File: src/rtl/fetch_unit.sv
// Program counter and IF/ID pipeline register in front of a combinational
// instruction memory. Presents fetched instructions to decode with a
// valid/ready handshake and handles stall, branch redirect and halting at
// the end of the loaded program.
module fetch_unit #(
    parameter logic [15:0] RESET_PC  = 16'h0000,
    parameter logic [15:0] MEM_LIMIT = 16'h0032,
    parameter logic [15:0] PC_STEP   = 16'h0002
) (
    input  logic        clk,
    input  logic        rst,
    output logic [15:0] pc_out,
    input  logic [15:0] instr_in,
    input  logic        stall,
    input  logic        branch_taken,
    input  logic [15:0] branch_target,
    input  logic        id_ready,
    output logic        if_id_valid,
    output logic [15:0] if_id_instr,
    output logic [15:0] if_id_pc,
    output logic        halted,
    output logic [15:0] fetch_count
);

    typedef enum logic [0:0] {
        ST_RUN  = 1'b0,
        ST_HALT = 1'b1
    } state_t;

    state_t      state_r;
    state_t      state_s;
    logic [15:0] pc_r;
    logic [15:0] pc_s;
    logic        valid_r;
    logic        valid_s;
    logic [15:0] instr_r;
    logic [15:0] instr_s;
    logic [15:0] ipc_r;
    logic [15:0] ipc_s;
    logic [15:0] count_r;
    logic [15:0] count_s;

    logic        can_load_s;
    logic        drain_s;
    logic        at_limit_s;

    // The slot may be refilled when empty or when decode takes it this cycle;
    // an occupied slot accepted without refill is drained.
    assign can_load_s = !valid_r || id_ready;
    assign drain_s    = valid_r && id_ready;
    assign at_limit_s = (pc_r >= MEM_LIMIT);

    // Next-state and next-register values; redirect beats stall beats normal fetch.
    always_comb begin
        state_s = state_r;
        pc_s    = pc_r;
        valid_s = valid_r;
        instr_s = instr_r;
        ipc_s   = ipc_r;
        count_s = count_r;
        if (branch_taken) begin
            pc_s    = branch_target & 16'hFFFE;
            valid_s = 1'b0;
            instr_s = 16'h0000;
            state_s = ST_RUN;
        end else begin
            case (state_r)
                ST_RUN: begin
                    if (stall) begin
                        if (drain_s) begin
                            valid_s = 1'b0;
                            instr_s = 16'h0000;
                        end else begin
                            valid_s = valid_r;
                        end
                    end else if (at_limit_s) begin
                        // End of program reached: stop fetching, let decode empty the slot.
                        state_s = ST_HALT;
                        if (drain_s) begin
                            valid_s = 1'b0;
                            instr_s = 16'h0000;
                        end else begin
                            valid_s = valid_r;
                        end
                    end else if (can_load_s) begin
                        instr_s = instr_in;
                        ipc_s   = pc_r;
                        valid_s = 1'b1;
                        pc_s    = pc_r + PC_STEP;
                        count_s = count_r + 16'h0001;
                    end else begin
                        valid_s = valid_r;
                    end
                end
                ST_HALT: begin
                    if (drain_s) begin
                        valid_s = 1'b0;
                        instr_s = 16'h0000;
                    end else begin
                        valid_s = valid_r;
                    end
                end
                default: begin
                    state_s = ST_RUN;
                end
            endcase
        end
    end

    // State and pipeline registers with synchronous reset taking priority.
    always_ff @(posedge clk) begin
        if (rst) begin
            state_r <= ST_RUN;
            pc_r    <= RESET_PC;
            valid_r <= 1'b0;
            instr_r <= 16'h0000;
            ipc_r   <= 16'h0000;
            count_r <= 16'h0000;
        end else begin
            state_r <= state_s;
            pc_r    <= pc_s;
            valid_r <= valid_s;
            instr_r <= instr_s;
            ipc_r   <= ipc_s;
            count_r <= count_s;
        end
    end

    assign pc_out      = pc_r;
    assign if_id_valid = valid_r;
    assign if_id_instr = instr_r;
    assign if_id_pc    = ipc_r;
    assign halted      = (state_r == ST_HALT);
    assign fetch_count = count_r;

endmodule

File: config.mk
export PLATFORM = sky130hd
export DESIGN_NAME = fetch_unit
export DESIGN_NICKNAME = d
export VERILOG_FILES = /design/src/rtl/fetch_unit.sv
export SDC_FILE = /design/constraint.sdc
export NUM_CORES = 1
export LEC_CHECK = 0
export ABC_AREA = 1
export CORE_MARGIN = 5
export CORE_UTILIZATION = 44
export DETAILED_ROUTE_END_ITERATION = 16
export GPL_TIMING_DRIVEN = 0
export PLACE_DENSITY = 0.82
export SLEW_MARGIN = 40
export SYNTH_ARGS = -nofsm -noshare
export SYNTH_HDL_FRONTEND = slang
export SYNTH_SLANG_ARGS = --single-unit
File: constraint.sdc
create_clock -name clk -period 2.3 [get_ports clk]
set_clock_uncertainty 0.2 [all_clocks]
set_input_delay 0.23 -clock clk [delete_from_list [all_inputs] [get_ports clk]]
set_output_delay 0.23 -clock clk [all_outputs]
set_load 0.005 [all_outputs]
Word level (Yosys, flattened, before mapping). Cells that the tools add are included.

Bits in registers: 66. Bits of input ports: 37. Output and inout bits: 66. Word-level logic and storage cells: 44.

Add/sub/neg operators: 2. $lt $le $gt $ge: 1. Equality and inequality tests: 4. Mux-type cells: 18. Bitwise gates (word level): 4. Reductions and logical operators: 8.

Operator list (number): $mux 16 (9); $pmux 16 s2 (1); $add 16x1->16 const B (1); $add 16x2->16 const B (1); $ge 16x6->1 const B (1); $reduce_and 4->1 (2); $mux 1 (7); $reduce_and 5->1 (1); $ne 2x2->1 const B (2); $ne 4x4->1 const B (1); $not 1->1 (4); $ne 2x1->1 const B (1); $pmux 1 s2 (1); $reduce_bool 2->1 (1); $reduce_or 2->1 (1); $logic_and 1x1->1 (1); $logic_not 1->1 (1); $logic_or 1x1->1 (1).

Longest topological paths before layout. Gate-level depths: netlist of run 1.

Depth after elaboration: 7. Depth in mapped cells: 10. Gate-level depth less buffers: 9.

Worst setup path after synthesis of run 1. No wires, ideal clock.

Path type: reg-to-reg. From: register pc_r[2] (netlist: pc_out[2]). To: register ipc_r[1] (netlist: if_id_pc[1]). Setup time: 0.070 ns. Arrival time: 1.398 ns. Data required time: 2.030 ns. Setup slack: 0.632 ns. Stages on the path, launching flop included: 11. Path buffers: 1. Path through: dfxtp_1 -> inv_1 -> ha_1 -> nor2_1 -> nand2_1 -> nand3_2 -> nand3_4 -> nor2_4 -> buf_6 -> nand2_1 -> a21oi_1.

Longest elaborated chain between the ends: 3.

RTL lines: start: declaration (line 32) `logic [15:0] pc_r;`; start signal: assignment (line 121) `pc_r <= pc_s;`; $ge 16x6->1 (line 51) `assign at_limit_s = (pc_r >= MEM_LIMIT);`; $not 1->1 (no line); $reduce_and 5->1 (no line); end signal: assignment (line 124) `ipc_r <= ipc_s;`; end: declaration (line 38) `logic [15:0] ipc_r;`.

No other way between the ends. A chain may end at the register's enable or synchronous reset.

Worst setup path in the final report of run 1.
From: register pc_r[2] (netlist: pc_out[2]). To: register ipc_r[5] (netlist: if_id_pc[5]).

The elaborated chain is that of the path after synthesis.

==> results of run 1 <==
power by group through the flow:
stage          registers [W]  logic, W  clock network [W]
2_1_floorplan        0.00118  0.000106                  0
3_3_place_gp         0.00118  0.000234                  0
3_5_place_dp         0.00118  0.000238                  0
4_1_cts              0.00116  0.000239            0.00101
5_1_grt              0.00116  0.000259            0.00106
6_report             0.00116  0.000237           0.000987
worst register-to-register path: cells and delay by family (launching register included):
family / cells / cell delay, ns
AOI/OAI and AO/OA: 1 / 0.08
adders and majority gates: 1 / 0.19
and+or+nand+nor: 5 / 0.57
DFF: 1 / 0.45
buffers and inverters: 2 / 0.34
layout make-up:
type	instances	area (sq um)
Fill cell	546	2188
Multi-Input combinational cell	281	1318
Sequential cell	64	1281
Timing Repair Buffer	97	970.9
Clock buffer	12	165.2
Buffer	20	121.4
Tap cell	77	96.34
Inverter	16	60.06
Clock inverter	3	40.04
layout by cell type (no fill, tap or decap), types with 2 or more instances in the layout:
master	count
clkbuf_8	12
ha_1	3
o21ai_0	11
clkinv_2	2
buf_6	3
conb_1	2
nand3_1	33
a21oi_1	45
inv_1	13
buf_2	4
nor2_4	2
xor2_1	10
clkdlybuf4s50_1	97
buf_4	5
dfxtp_1	64
nand2_1	108
xnor2_1	3
clkinv_1	2
clkbuf_1	7
nor2_1	57
nand4_1	2
flip-flops by register name, indices dropped and copies added (netlist names):
| signal | flops |
|---|---|
| fetch_count | 16 |
| halted | 1 |
| if_id_instr | 16 |
| if_id_pc | 15 |
| if_id_valid | 1 |
| pc_out | 15 |
cells in the mapped netlist:
library cell	number	share of area [%]
ha_1	3	1.4
o21ba_2	1	0.36
buf_2	4	0.72
dfxtp_1	64	46
nand4_2	1	0.45
inv_2	1	0.14
nor2_4	2	0.81
nand3_2	1	0.36
nand4_1	2	0.45
xor2_1	10	3.2
buf_6	3	1.2
inv_1	13	1.8
nor2_1	57	7.7
conb_1	1	0.14
clkinv_1	2	0.27
a21oi_1	45	8.1
nand3_4	1	0.63
o21ai_0	11	2.0
nand3_1	33	5.9
buf_1	1	0.14
a311oi_1	1	0.32
clkbuf_1	7	0.95
xnor2_1	3	0.95
buf_4	5	1.4
nand2_1	108	15
cells by family (layout without fill, tap and decap cells):
logic type / Yosys count / in the layout / synth area share (%)
AOI/OAI and AO/OA: 58 / 58 / 10.77
xor gates and xnor gates: 13 / 13 / 4.101
adders and majority gates: 3 / 3 / 1.352
buffers and inverters: 36 / 148 / 6.535
DFF: 64 / 64 / 46.15
other: 1 / 2 / 0.1351
and+or+nand+nor: 205 / 205 / 30.96
routing by layer:
metal  wire length [um]  vias to the layer above  GRT usage, %
li1                   -                     1433             -
met1               2931                     1302         20.74
met2               3701                       93         35.63
met3                807                       11         9.032
met4                112                        0         7.037
met5                  0                        -             0
final timing paths:
path / from / end / depth (start not counted)
hold reg to reg: if_id_pc[9] / if_id_pc[9] / 2
hold / removal: branch_taken / pc_out[5] / 3
setup / recovery: pc_out[2] / if_id_pc[5] / 9
setup reg to reg: pc_out[2] / if_id_pc[5] / 9
metrics by stage:
step                      power [W]  utilization, %  hold slack [ns]  setup WS (ns)
after floorplan            0.001284               -           0.1649         0.6319
after global placement     0.001413           61.65           0.2257         0.3155
after detailed placement   0.001417           61.65           0.2320         0.2543
after CTS                  0.002400           64.94          0.01537         0.3131
after global routing       0.002474           64.94          0.03412         0.1490
final                      0.002380           64.94          0.02144         0.3311
==> metrics, run 1 <==
die width=89.44 um; clk_lat worst skew=0.33 ns; Core Region=6241 sq um; Power Density=587.2 nW/um^2; Clock Sinks=64; Finished Layout Cells=570; share of layout cells above drive strength 1=6.897%; CTS Hold Buffers Added=0; final wirelength=7551 um; period utilization=85.60%; Buf/Inv on CP=2; Final Hold Vio Count=0; Syn Area/Cell=7.306 sq um; Tot GR Track Use=20.02%; largest net degree at the start of global routing=11; H-tree depth=3; yosys warns=0; GPL Wtd Cong=0.8461; cell family with most CP delay=simple AND/OR/NAND/NOR gates; Cells after DPL=555; FF-to-FF setup slack=0.33 ns; Internal=0.001840 W; Setup crit end kind=register; RSZ-0062 raised after global routing=false; Worst VDD drop=0.0004026 V; Final Max Slew Viols=0; I/O Buffers=97; Post-Synthesis Cells=380; CTS tree=built; nets=529; setup TNS=0 ns; max_cap viols=0; total grt overflow=0; DRC errors left=0; Min Clock Period, post-route=1.969 ns; Vias=2839; Psw=0.0005398 W; clk slew on worst S/H paths=0.07 ns; clock buffer depth=2; I/O pins=103; Max Freq=507.9 MHz; # diodes=0; initial DRC count=146; part of the power in registers=48.6%; kind of critical path=reg -> reg; antenna viol nets, final=0; number of synthesized register bits=64; first-pass GRT wire length=12340 um; cts repair resizes=0; clock share of power=41.5%; CTS Buf Count=9; CP max stage cell=dfxtp_1; Placed Area=3847 sq um; Pleak=1.435 nW; Worst Max-Slew Pin Slew=0.5033 ns; WP data arrival=1.96 ns; DR vias/cell=4.981; Logic pwr share=9.9%; Final Setup Violations=0; CP Max Fanout=10; Worst setup SP type=register; setup bufs post-CTS=0; antenna violations before repair=0; Synth cell types=25; switching part of the total=22.68%; Core Rows=29; vias in the first global route=2766; Synth Cell Area=2776 sq um; first drt pass iteration count=4; Initial Utilization=44.49%; worst-path cell chain=inv_1 > ha_1 > nor2_1 > nand2_1 > nand3_2 > nand4_2 > buf_2 > nand2_1 > a21oi_1; Slew Limit Headroom=66.44%; Final HPWL DP=5717 um; status=finished, final reports clean; Critical Path Max Stage Delay=0.45 ns; clock root buffer=clkbuf_8; required time worst endpoint=2.29 ns; Design Area, Final=4053 sq um; most used cell, CP=nand2_1; Hold Crit Class=in -> reg; sequential area share after synthesis=46.15%; Layout area overhead=45.97%; Die Y-Extent=89.44 um; routed length per instance=13.25 um; die area=7999 sq um
(Power assumes the default switching activity.)
==> run 2: changes to the inputs <==
--- a/config.mk
+++ b/config.mk
@@ -7,11 +7,11 @@
 export LEC_CHECK = 0
 export ABC_AREA = 1
 export CORE_MARGIN = 5
-export CORE_UTILIZATION = 44
+export CORE_UTILIZATION = 37
 export DETAILED_ROUTE_END_ITERATION = 16
 export GPL_TIMING_DRIVEN = 0
-export PLACE_DENSITY = 0.82
-export SLEW_MARGIN = 40
+export PLACE_DENSITY = 0.71
+export SLEW_MARGIN = 30
 export SYNTH_ARGS = -nofsm -noshare
 export SYNTH_HDL_FRONTEND = slang
 export SYNTH_SLANG_ARGS = --single-unit
==> run 2 against run 1 <==
Compared with the run above: count of clock-buffer cells in the layout unchanged; critical endpoint unchanged; critical path type unchanged; cell area decreased by 0.12%; largest power group unchanged; utilization decreased by 9.4 points; die area increased by 17%; largest cell class unchanged; setup slack improved by 0.071 ns; wire length about the same.
==> metrics, run 2 (synthesis results as in run 1) <==
first-pass GRT wire length=12810 um (+3.8%); Min Clock Period, post-route=1.898 ns (-0.07076 ns); setup TNS=0 ns (unchanged); Final Max Slew Viols=0 (unchanged); clock buffer depth=2 (unchanged); GPL Wtd Cong=0.9110 (+7.7%); part of the power in registers=51.4% (+2.8 points); Die Y-Extent=96.63 um (+8.0%); commonest non-fill, non-tap cells in the layout=108 x nand2_1, 97 x clkdlybuf4s50_1, 64 x dfxtp_1; Logic pwr share=10.5% (+0.6 points); DR vias/cell=4.703 (-5.6%); status=finished, final reports clean; Tot GR Track Use=16.25% (-3.8 points); clk_lat worst skew=0.33 ns (about the same); most common cell after layout, fill and taps aside=nand2_1; H-tree depth=3 (unchanged); routed length per instance=12.76 um (-3.7%); Setup crit end kind=register; total grt overflow=0 (unchanged); max_cap viols=0 (unchanged); clk slew on worst S/H paths=0.07 ns (about the same); Vias=2784 (-1.9%); die area=9336 sq um (+17%); vias in the first global route=2706 (-2.2%); Max Freq=526.8 MHz (+3.7%); kind of critical path=reg -> reg; period utilization=82.53% (-3.1 points); Internal=0.001701 W (-7.6%); I/O Buffers=97 (unchanged); Core Region=7292 sq um (+17%); required time worst endpoint=2.30 ns (about the same); Slew Limit Headroom=65.47% (-0.97 points); Critical Path Max Stage Delay=0.46 ns (about the same); nets=529 (unchanged); worst-path cell chain=inv_1 > ha_1 > nor2_1 > nand2_1 > nand3_2 > nand4_2 > buf_2 > nand2_1 > a21oi_1; clock root buffer=clkbuf_8; die width=96.63 um (+8.0%); Initial Utilization=38.07% (-6.4 points); Final Hold Vio Count=0 (unchanged); Clock Sinks=64 (unchanged); Worst Max-Slew Pin Slew=0.5179 ns (+0.01461 ns); antenna viol nets, final=0 (unchanged); antenna violations before repair=0 (unchanged); switching part of the total=24.29% (+1.6 points); WP data arrival=1.90 ns (-0.06 ns); Worst VDD drop=0.0003005 V (-25%); RSZ-0062 raised after global routing=false; clock share of power=38.0% (-3.5 points); cts repair resizes=0 (unchanged); Pleak=1.415 nW (-1.4%); Layout area overhead=45.79%; most used cell, CP=nand2_1; first drt pass iteration count=4 (unchanged); share of layout cells above drive strength 1=6.694% (-0.20 points); CTS Hold Buffers Added=0 (unchanged); CP max stage cell=dfxtp_1; CTS Buf Count=9 (unchanged); DRC errors left=0 (unchanged); I/O pins=103 (unchanged); Final HPWL DP=5687 um (-0.52%); initial DRC count=89 (-39%); Final Setup Violations=0 (unchanged); final wirelength=7553 um (about the same); final-layout fill cell count=730 (+34%); # diodes=0 (unchanged); CTS tree=built; Design Area, Final=4048 sq um (-0.12%); Worst setup SP type=register; Psw=0.0005456 W (+1.1%); setup bufs post-CTS=0 (unchanged); CP Max Fanout=10 (unchanged); largest net degree at the start of global routing=11 (unchanged); Core Rows=31 (+6.9%); Placed Area=3875 sq um (+0.72%); Hold Crit Class=in -> reg; Power Density=555.0 nW/um^2 (-5.5%)
run 2: changes by cell type in the layout (fill, tap and decap cells not counted):
cell	change
clkbuf_1	+1
bufinv_16	-1
clkinvlp_4	+1
clkbuf_8	-1
run 2: final cells by class:
cell class / instances / area (sq um) / area share [%]
Tap cell: 99 / 123.9 / 3.060
Clock buffer: 12 / 155.1 / 3.833
Inverter: 16 / 60.06 / 1.484
Timing Repair Buffer: 97 / 970.9 / 23.99
Multi-Input combinational cell: 281 / 1318 / 32.55
Clock inverter: 3 / 17.52 / 0.4328
Sequential cell: 64 / 1281 / 31.65
Buffer: 20 / 121.4 / 2.998
run 2: worst paths after layout:
path	start	end	slack (ns)	cells past startpoint
worst max register to register	pc_out[2]	if_id_pc[5]	0.40	9
worst min-delay path	branch_taken	pc_out[5]	0.03	3
worst min register to register	if_id_pc[11]	if_id_pc[11]	0.24	2
worst max-delay path	pc_out[2]	if_id_pc[5]	0.40	9
run 2: metrics by stage:
| stage | std cells | utilization (%) | power, W | hold WS [ns] | worst slack, ns |
|---|---|---|---|---|---|
| after CTS | 592 | 55.51 | 0.002282 | 0.01261 | 0.3808 |
| after global routing | 592 | 55.51 | 0.002353 | 0.06083 | 0.2551 |
| after detailed placement | 577 | 53.14 | 0.001418 | 0.2307 | 0.3182 |
| after floorplan | 381 | - | 0.001284 | 0.1649 | 0.6319 |
| final | 592 | 55.51 | 0.002246 | 0.02976 | 0.4019 |
| after global placement | 577 | 53.14 | 0.001416 | 0.2262 | 0.3131 |
run 2: power by group through the flow:
stage                     Sequential [W]  Clock, W  Combinational [W]
after floorplan                  0.00118         0           0.000106
after global placement           0.00118         0           0.000236
after detailed placement         0.00118         0           0.000239
after CTS                        0.00115  0.000888           0.000239
after global routing             0.00116  0.000935           0.000260
final                            0.00116  0.000854           0.000237
run 2: critical path, delay by kind of cell (launching register included):
kind | cells | cell delay [ns]
buffers and inverters | 2 | 0.32
adder cells (fa/ha/maj) | 1 | 0.18
AO/OA/AOI/OAI | 1 | 0.06
flip-flops | 1 | 0.46
AND/OR/NAND/NOR | 5 | 0.55
run 2: metal layers:
layer  wire length, um  track usage [%]  vias up  share of wire, %
li1                  -                -     1433                 -
met1              3198            18.52     1251                42
met2              3435            26.22       85                45
met3               759            8.561       15                10
met4               159            5.184        0               2.1
met5                 0                0        -                 0
==> run 3: changes to the inputs <==
--- a/config.mk
+++ b/config.mk
@@ -10,7 +10,7 @@
 export CORE_UTILIZATION = 37
 export DETAILED_ROUTE_END_ITERATION = 16
 export GPL_TIMING_DRIVEN = 0
-export PLACE_DENSITY = 0.71
+export PLACE_DENSITY = 0.73
 export SLEW_MARGIN = 30
 export SYNTH_ARGS = -nofsm -noshare
 export SYNTH_HDL_FRONTEND = slang
==> constraint.sdc (replaced) <==
create_clock -name clk -period 1.6 [get_ports clk]
set_clock_uncertainty 0.2 [all_clocks]
set_input_delay 0.16 -clock clk [delete_from_list [all_inputs] [get_ports clk]]
set_output_delay 0.16 -clock clk [all_outputs]
set_load 0.005 [all_outputs]
==> run 3 against run 2 <==
Compared with the run above: the flow now finishes with violations (negative setup slack); count of clock-buffer cells in the layout down 3; clock power up 60%; first-iteration DRC count up 36%; cell area up 21%; critical path depth unchanged; register-to-register slack worse by 0.54 ns; non-clock buffer count up 22; total power up 55%; combinational power up 100%; flip-flop and latch count unchanged.
==> metrics, run 3 (synthesis results as in run 1) <==
Cells after DPL=577 (unchanged); cell family with most CP delay=simple AND/OR/NAND/NOR gates; Initial Utilization=38.07% (unchanged); GPL Wtd Cong=0.9218 (+1.2%); CP max stage cell=dfxtp_4; Core Rows=31 (unchanged); Tot GR Track Use=17.93% (+1.7 points); Final Max Slew Viols=0 (unchanged); required time worst endpoint=1.65 ns (-0.65 ns); Hold Crit Class=in -> reg; status=finished with violations; nets=551 (+4.2%); WP data arrival=1.79 ns (-0.11 ns); clk slew on worst S/H paths=0.08 ns (about the same); # diodes=0 (unchanged); Core Region=7292 sq um (unchanged); CTS tree=built; Max Freq=574.6 MHz (+9.1%); final wirelength=8990 um (+19%); period utilization=108.8% (+26 points); clk_lat worst skew=0.34 ns (about the same); setup TNS=-3.049 ns (-3.049 ns); commonest non-fill, non-tap cells in the layout=69 x nand2_1, 57 x clkdlybuf4s50_1, 44 x nor2_1; Final Setup Violations=53 (+53); max_cap viols=0 (unchanged); DR vias/cell=4.920 (+4.6%); Buf/Inv on CP=2 (unchanged); Layout area overhead=76.70%; H-tree depth=3 (unchanged); first drt pass iteration count=4 (unchanged); Final WS setup=-0.1402 ns (-0.5421 ns); Final Hold Vio Count=0 (unchanged); CTS Buf Count=9 (unchanged); total grt overflow=0 (unchanged); die area=9336 sq um (unchanged); Slew Limit Headroom=48.03% (-17 points); Worst VDD drop=0.0007112 V (+140%); Min Clock Period, post-route=1.740 ns (-0.1579 ns); Worst Max-Slew Pin Slew=0.7795 ns (+0.2616 ns); first-pass GRT wire length=14100 um (+10%); antenna viol nets, final=0 (unchanged); RSZ-0062 raised after global routing=true; CP Max Fanout=7 (-3); clock buffer depth=2 (unchanged); share of layout cells above drive strength 1=37.21% (+31 points); violated checks=negative setup slack; initial DRC count=121 (+36%); final-layout fill cell count=616 (-16%); routed length per instance=14.62 um (+15%); clock root buffer=clkbuf_8; vias in the first global route=3012 (+11%); Die Y-Extent=96.63 um (unchanged); die width=96.63 um (unchanged); kind of critical path=reg -> reg; worst-path cell chain=buf_6 > nor2_2 > nand2_2 > nand3_4 > nand3_4 > nor2_4 > buf_6 > nand2_1 > a21oi_2; DRC errors left=0 (unchanged); Pleak=2.217 nW (+57%); I/O Buffers=97 (unchanged); Critical Path Max Stage Delay=0.36 ns (-0.10 ns); most common cell after layout, fill and taps aside=nand2_1; Vias=3026 (+8.7%); Power Density=711.9 nW/um^2 (+28%); Worst setup SP type=register; Finished Layout Cells=615 (+3.9%); Final HPWL DP=5819 um (+2.3%); I/O pins=103 (unchanged); Clock Sinks=64 (unchanged); antenna violations before repair=0 (unchanged); largest net degree at the start of global routing=13 (+2); Setup crit end kind=register
[run 3: cell count changes in the layout (fill, tap and decap cells not counted), sizes merged, moves of 3 or more]
cell and change:
buf +21, clkbuf -3, clkdlybuf4s50 -40, clkinv +3, dlygate4sd2 +13, dlymetal6s2s +27
[run 3: worst paths after layout]
path,slack [ns],depth (start not counted),startpoint,end
hold / removal,0.07,5,branch_taken,pc_out[2]
setup / recovery,-0.14,9,pc_out[1],fetch_count[12]
setup reg to reg,-0.14,9,pc_out[1],fetch_count[12]
hold reg to reg,0.24,2,if_id_pc[13],if_id_pc[13]
[run 3: final cells by class]
type,instances,area [sq um],share of cell area (%)
well taps,99,123.9,2.525
plain buffers,19,137.6,2.805
inverters,16,72.57,1.479
clock buffers,9,123.9,2.525
repair buffers,120,1266,25.81
multi-input cells,281,1749,35.65
flip-flops and latches,64,1360,27.72
clock inverters,7,72.57,1.479
[run 3: repair_timing]
action / CTS / global route
resized for setup: 109 / 128
endpoints found under the setup margin: 85 / 84
hold buffers: 1 / 0
pin swaps: 23 / 22
gates cloned: 4 / 2
buffers inserted: 11 / 5
hold endpoints to repair: 3 / 0
[run 3: where the power goes]
group,total (W),internal [W],switching [W],leakage [nW]
registers,0.00165,0.00161,0.0000390,0.538
logic,0.000477,0.000243,0.000233,1.58
clock network,0.00137,0.000718,0.000651,0.0952
total,0.00349,0.00257,0.000924,2.22
[run 3: through the flow]
stage	worst slack (ns)	cell area (sq um)	util, %	hold slack, ns	power, W
2_1_floorplan	0.004201	2785	-	0.09492	0.001847
3_3_place_gp	-0.3404	3880	53.21	0.2283	0.002040
3_5_place_dp	-0.3516	3880	53.21	0.2297	0.002042
4_1_cts	-0.1444	4467	61.26	0.03114	0.003448
5_1_grt	-0.2531	4906	67.28	0.09212	0.003644
6_report	-0.1402	4906	67.28	0.07271	0.003493
[run 3: layer usage]
| layer | share of wire, % | vias up | global-route usage [%] |
|---|---|---|---|
| met2 | 51 | 102 | 31.00 |
| met5 | 0 | - | 0 |
| met4 | 1.2 | 0 | 5.616 |
| li1 | - | 1484 | - |
| met1 | 39 | 1430 | 19.07 |
| met3 | 9.1 | 10 | 8.921 |
[run 3: worst min-delay path: cells and delay by family]
kind / cells / cell delay (ns)
AOI/OAI and AO/OA: 2 / 0.14
buffers and inverters: 1 / 0.14
and+or+nand+nor: 2 / 0.14
